$ cat config.mk
export PLATFORM = sky130hd
export DESIGN_NAME = count_snapshot_fifo
export DESIGN_NICKNAME = d
export VERILOG_FILES = /design/src/rtl/count_snapshot_fifo.sv
export SDC_FILE = /design/constraint.sdc
export NUM_CORES = 1
export LEC_CHECK = 0
export ABC_AREA = 1
export CORE_ASPECT_RATIO = 0.6
export CORE_MARGIN = 2
export CORE_UTILIZATION = 50
export CTS_CLUSTER_SIZE = 8
export DETAILED_ROUTE_END_ITERATION = 12
export PLACE_DENSITY = 0.81
export SLEW_MARGIN = 15
export SYNTH_ARGS = -nofsm -noshare
export SYNTH_HDL_FRONTEND = slang
export SYNTH_SLANG_ARGS = --single-unit
$ cat constraint.sdc
create_clock -name clk -period 1.7 [get_ports clk]
set_input_delay 0.17 -clock clk [delete_from_list [all_inputs] [get_ports clk]]
set_output_delay 0.17 -clock clk [all_outputs]
set_load 0.03 [all_outputs]
$ cat src/rtl/count_snapshot_fifo.sv
// Snapshot FIFO for the free-running counter: captures are tagged with a wrap flag and drained FWFT.
// Optional define CNT_SNAP_DROP_CNT_EN adds a saturating drop_count output.
module count_snapshot_fifo #(
  parameter int DATA_W = 4,
  parameter int DEPTH  = 8,
  parameter int ADDR_W = 3
) (
  input  logic              clk,
  input  logic              rst,
  input  logic [DATA_W-1:0] count_in,
  input  logic              capture,
  output logic [DATA_W:0]   out_data,
  output logic              out_valid,
  input  logic              out_ready,
  output logic              full,
  output logic              empty,
  output logic [ADDR_W:0]   level,
  output logic              overflow,
  input  logic              clr_ovf
`ifdef CNT_SNAP_DROP_CNT_EN
  ,
  output logic [7:0]        drop_count
`endif
);

  localparam logic [ADDR_W:0]   FULL_LVL = (ADDR_W+1)'(DEPTH);
  localparam logic [ADDR_W:0]   ONE_LVL  = (ADDR_W+1)'(1);
  localparam logic [DATA_W-1:0] CNT_MAX  = {DATA_W{1'b1}};

  logic [DATA_W:0]   mem [DEPTH];
  logic [ADDR_W-1:0] wr_ptr;
  logic [ADDR_W-1:0] rd_ptr;
  logic [ADDR_W-1:0] rd_nxt;
  logic [ADDR_W:0]   level_nxt;
  logic [DATA_W-1:0] prev_count;
  logic              wrap_pending;
  logic              wrap_now;
  logic              pop;
  logic              wr_en;
  logic              drop;
  logic              head_bypass;
  logic [DATA_W:0]   wr_entry;
  logic [DATA_W:0]   head_nxt;

`ifdef CNT_SNAP_DROP_CNT_EN
  function automatic logic [7:0] sat_inc(input logic [7:0] v);
    return (v == 8'hFF) ? v : v + 8'd1;
  endfunction
`endif

  always_comb begin
    pop      = out_valid && out_ready;
    wrap_now = (prev_count == CNT_MAX) && (count_in == '0);
    wr_en    = capture && (!full || pop);
    drop     = capture && full && !pop;
    wr_entry = {wrap_pending | wrap_now, count_in};
    rd_nxt   = pop ? rd_ptr + ADDR_W'(1) : rd_ptr;

    level_nxt = level;
    if (wr_en && !pop)
      level_nxt = level + ONE_LVL;
    else if (!wr_en && pop)
      level_nxt = level - ONE_LVL;

    // A write landing in an otherwise empty FIFO becomes the head directly.
    head_bypass = wr_en && (level_nxt == ONE_LVL);
    head_nxt    = head_bypass ? wr_entry : mem[rd_nxt];
  end

  always_ff @(posedge clk) begin
    if (wr_en)
      mem[wr_ptr] <= wr_entry;
  end

  always_ff @(posedge clk) begin
    if (rst) begin
      wr_ptr       <= '0;
      rd_ptr       <= '0;
      level        <= '0;
      full         <= 1'b0;
      empty        <= 1'b1;
      out_valid    <= 1'b0;
      out_data     <= '0;
      overflow     <= 1'b0;
      prev_count   <= '0;
      wrap_pending <= 1'b0;
    end else begin
      prev_count <= count_in;
      if (wr_en)
        wr_ptr <= wr_ptr + ADDR_W'(1);
      rd_ptr    <= rd_nxt;
      level     <= level_nxt;
      full      <= (level_nxt == FULL_LVL);
      empty     <= (level_nxt == '0);
      out_valid <= (level_nxt != '0);
      if (level_nxt != '0)
        out_data <= head_nxt;

      // A dropped capture keeps its pending wrap for the next accepted one.
      if (wr_en)
        wrap_pending <= 1'b0;
      else if (wrap_now)
        wrap_pending <= 1'b1;

      if (drop)
        overflow <= 1'b1;
      else if (clr_ovf)
        overflow <= 1'b0;
    end
  end

`ifdef CNT_SNAP_DROP_CNT_EN
  always_ff @(posedge clk) begin
    if (rst)
      drop_count <= 8'd0;
    else if (clr_ovf)
      drop_count <= drop ? 8'd1 : 8'd0;
    else if (drop)
      drop_count <= sat_inc(drop_count);
  end
`endif

endmodule

* Yosys cells after proc, flatten, opt, wreduce, memory -nomap -nowiden *
Memory sizes are Yosys's and may differ from the RTL's.
Cells that the tools add are included.

storage, ports and cells
  bits in registers = 24
  bits in writable memories = 40
  bits of input ports = 9
  output and inout bits = 13
  word-level logic and storage cells = 44
  memories kept = 1

memory list
  name  words  bits a word  rd ports  clocked after memory_dff  wr ports  line  RTL
  mem   8      5            1         0                         1         30    logic [DATA_W:0] mem [DEPTH];

operators by class
  add/subtract/negate cells = 4
  equality and inequality tests = 3
  multiplexer cells = 8
  bitwise operators = 1
  reductions and logical operators = 17

operators by type and width
  cell                   number
  $eq A4 B4 Y1 const B   2
  $logic_and A1 B1 Y1    8
  $logic_not A4 Y1       2
  $mux W4                2
  $add A3 B1 Y3 const B  2
  $mux W5                1
  $add A4 B1 Y4 const B  1
  $eq A4 B1 Y1 const B   1
  $mux W1                4
  $reduce_bool A4 Y1     1
  $sub A4 B1 Y4 const B  1
  $logic_not A1 Y1       3
  $mux W3                1
  $reduce_bool A2 Y1     1
  $reduce_or A2 Y1       1
  $logic_or A1 B1 Y1     1
  $or A1 B1 Y1           1

* Depth between registers and ports, before layout *
  depth after elaboration = 10
  gate-level depth with buffers = 14
  gate-level depth less buffers = 14

* Worst setup path before layout *
No wires, ideal clock.

  path type = register to register
  start point = reg out_valid
  end point = mem mem[7][0] in the netlist's numbering (enable)
  library setup time = 0.340 ns
  arrival = 1.482 ns
  required time = 1.360 ns
  slack = -0.122 ns
  stages on the path, launching flop included = 7
  path buffers = 0
  period minus slack after synthesis = 1.822 ns
  cells stage by stage = dfxtp_1 -> nand2_4 -> a21oi_2 -> inv_1 -> nor2_1 -> inv_1 -> nor2_1

on the way
  word-level cells in the longest chain between the ends = 5

ends and longest elaborated chain
  what                           line  RTL
  from (decl)                    13    output logic out_valid,
  from (signal assigned)         95    out_valid <= (level_nxt != '0);
  $logic_and A1 B1 Y1            52    pop = out_valid && out_ready;
  $logic_or A1 B1 Y1             54    wr_en = capture && (!full || pop);
  $logic_and A1 B1 Y1            54
  $mux W1                        71    if (wr_en)
  $mux W1 (not written as such)  72    mem[wr_ptr] <= wr_entry;
  to (decl)                      30

Every way passes these cells.

* Worst setup path in the final report *
  start point = reg rd_ptr[0]
  end point = reg out_data[1]

on the way
  word-level cells in the longest chain between the ends = 4

ends and longest elaborated chain
  what                    line  RTL
  from (decl)             32    logic [ADDR_W-1:0] rd_ptr;
  from (signal assigned)  91    rd_ptr <= rd_nxt;
  $add A3 B1 Y3           57    rd_nxt = pop ? rd_ptr + ADDR_W'(1) : rd_ptr;
  $mux W3 *               57
  $mem_v2 Z8 W5 *         n/a
  $mux W5 *               67    head_nxt = head_bypass ? wr_entry : mem[rd_nxt];
  to (signal assigned)    97    out_data <= head_nxt;
  to (decl)               12    output logic [DATA_W:0] out_data,

Every way passes the cells marked *; elsewhere a longest branch is shown, timed or not.
A chain may end at the register's enable or synchronous reset.

==> metrics <==
status=finished, final reports clean; final wirelength=7500 µm; crit path DAT=1930 ps; Die ar.=6699 µm²; Post-Synth XOR/XNOR Area=0.008699; first-pass GRT wire length=11,140 µm; antenna violations before repair=0; Core Area=5702 µm²; clk buf depth=2; placement row count=21; P_leak=1.762 nW; maxcap violations=0; starting DRC count in detailed routing=186; Cell variety after synth=31; slew of the pin with the lowest slew margin=431.5 ps; CTS root buf=clkbuf_8; syn_nets=347; grt ovf=0; Avg Synthesized Cell Area=9.043 µm²; post-layout util=0.6869; Post-Synth Simple-Gate Area=0.3190; Slowest cell on crit path=dfxtp_2; Num CTS Buffers=9; Most Frequent Cell on Critical Path=nand2_1; Final #Nets=411; post-synthesis cell area=3020 µm²; Register-to-Register Path Depth=13; Synth Register Bits=64; Final ANT Viol Nets=0; share of the synthesized area in the top cell type=0.3977; RSZ-0062 raised after global routing=true; worst-skew pair later-pin latency=350 ps; Hold Path Class=in -> reg; kind of critical path=reg -> reg; Starting Density=0.5297; relative slew slack=0.7115; Max stage delay on crit path=340 ps; TritonCTS clock tree=done; Reg clk slew, reported paths=70 ps; main combinational cell family by area after synthesis=simple AND/OR/NAND/NOR gates; HPWL after detailed placement=5236 µm; vias in the first global route=2,328; H-tree levels=3; total track usage=0.2250; largest net degree at the start of global routing=12; Vias=2,495; Max Slew Vio Count=0; fin crit period=1692 ps; Compound-Gate Fraction of Synth Area=0.01326; Chip Height=64.21 µm; peak supply drop=0.4909 mV; Max Freq=590.9 MHz; crit start category=flop; WL/cell=15.53 µm; dpl ws=-220.1 ps; P per Cell Area=995.5 nW/µm²; drt drc=0; DR pass1 iterations=5; sequential fraction of the synthesis area=0.5568; Worst setup endpoint=out_data[1]$_SDFFE_PP0N_; R2R setup slack=8 ps; ranking of synthesized cells by area=edfxtp_1, dfxtp_1, nand2_1; final setup skew=6.883 ps; CP Launch Point=rd_ptr[0]$_SDFF_PP0_; via-per-instance ratio=5.166; crit-path max FO=6; chip width=104.3 µm; post-synthesis mux area share=0; yosys warns=0; Mapped Cells=334; period utilisation layout=0.9954; layout cells sized above 1=0.2481; num ports=22; final hold vios=0; count of port buffers added during placement=21; Synth area leader=edfxtp_1; reg2reg start=rd_ptr[0]$_SDFF_PP0_; Cell Chain, Critical Path=ha_4 -> inv_2 -> o21ai_4 -> clkinv_4 -> buf_6 -> nand3_1 -> nand2_1 -> nand2_1 -> nand2_1 -> inv_1 -> nand2_1 -> nand3_1 -> nand2_1; Buf/Inv on CP=4; ant diodes=0; Worst Setup End Kind=flop; RD Place Congestion=0.9255; area delta synth->final=29.66%; Synth Area in Adders=0.01657; FF-to-FF End=out_data[1]$_SDFFE_PP0N_; Finish-stage setup viols=0; CP Depth=13; required time at the worst-slack endpoint=1940 ps; CTS Sinks=64; critical path's top delay family=simple AND/OR/NAND/NOR gates; Worst Setup Slack, final=7.790 ps
-- sequential cells by signal, indices dropped and copies added (netlist names) --
| register | count |
|---|---|
| empty | 1 |
| full | 1 |
| level | 4 |
| mem | 40 |
| out_data | 5 |
| out_valid | 1 |
| overflow | 1 |
| prev_count | 4 |
| rd_ptr | 3 |
| wr_ptr | 3 |
| wrap_pending | 1 |
-- placed cells by master, fill, tap and decap left out, types with 3 or more instances in the layout --
cell type,synthesis,final
dfxtp_1,24,19
inv_1,50,47
inv_2,4,6
clkdlybuf4s50_1,0,19
edfxtp_1,40,40
clkinv_2,1,4
buf_4,2,37
nand2_4,2,3
buf_12,0,3
nand2_1,91,87
nand3b_1,20,20
nand2_2,6,9
dfxtp_2,0,3
nand3_2,2,6
nand3_1,35,29
nor2_4,2,3
nand3_4,2,4
clkbuf_8,0,10
nor2_1,25,25
-- per-layer routing --
metal | wire (µm) | vias up | track usage
met1 | 3462 | 1186 | 0.3146
met3 | 641 | 9 | 0.06939
met4 | 81 | 0 | 0.1014
met2 | 3314 | 108 | 0.3203
met5 | 0 | - | 0
li1 | - | 1192 | -
-- repair_timing --
action,4_1_cts,5_1_grt
buffers inserted,0,6
resized for setup,0,32
setup endpoints to repair,0,6
hold buffers,0,0
-- cells in the mapped netlist, drive strengths merged --
cell type,n
nand2,99
nand3b,20
a21oi,3
nor3,3
o21ai,2
dfxtp,24
ha,4
xor2,2
clkbuf,2
a211oi,1
xnor2,1
edfxtp,40
nor2,29
clkinv,1
nand4,2
buf,8
nand3,39
inv,54
-- worst min path at each step --
stage | start | endpoint | slack (ps) | depth (start not counted)
final | out_ready | overflow$_SDFFE_PP0P_ | 420 | 4
after global routing | out_ready | overflow$_SDFFE_PP0P_ | 430 | 4
after CTS | out_data[0]$_SDFFE_PP0N_ | out_data[0]$_SDFFE_PP0N_ | 450 | 2
after detailed placement | out_data[0]$_SDFFE_PP0N_ | out_data[0]$_SDFFE_PP0N_ | 440 | 2
after global placement | out_data[3]$_SDFFE_PP0N_ | out_data[3]$_SDFFE_PP0N_ | 440 | 2
after floorplan | count_in[0] | mem[0][0]$_DFFE_PP_ | 270 | 0
-- worst register-to-register path: stages (launching register included) --
cell,delay [ps]
dfxtp_2,340
ha_4,260
inv_2,40
o21ai_4,190
clkinv_4,130
buf_6,160
nand3_1,60
nand2_1,50
nand2_1,70
nand2_1,70
inv_1,50
nand2_1,50
nand3_1,70
nand2_1,50
-- area by class of cell --
class | instances | area [µm²]
repair buffers | 63 | 575.6
clock inverters | 4 | 22.52
fillers | 417 | 1785
clock buffers | 12 | 145.1
well taps | 80 | 100.1
inverters | 55 | 212.7
multi-input cells | 205 | 1167
flip-flops and latches | 64 | 1693
-- report_power, final --
group	internal, W	switching (W)
Sequential	0.00173	0.0000544
Clock	0.000561	0.000559
Combinational	0.000398	0.000593
Total	0.00269	0.00121
-- logic make-up after synthesis --
kind of cell / count (synthesis)
simple gates: 192
buf+inv: 65
flops: 64
compound gates: 6
fa+ha+maj: 4
xor+xnor: 3
-- through the flow --
step                instance area [µm²]  std cells  hold WS (ps)  setup TNS [ps]  total power, W
floorplan                          3024        334         268.9               0        0.002345
global placement                   3578        461         438.5           -6582        0.002671
detailed placement                 3578        461         441.7           -7516        0.002696
CTS                                3746        477         453.5               0        0.003810
global route                       3916        483         434.1          -313.6        0.004067
finish                             3916        483         415.0               0        0.003899
Note: power is estimated with default switching activity, not from simulation.
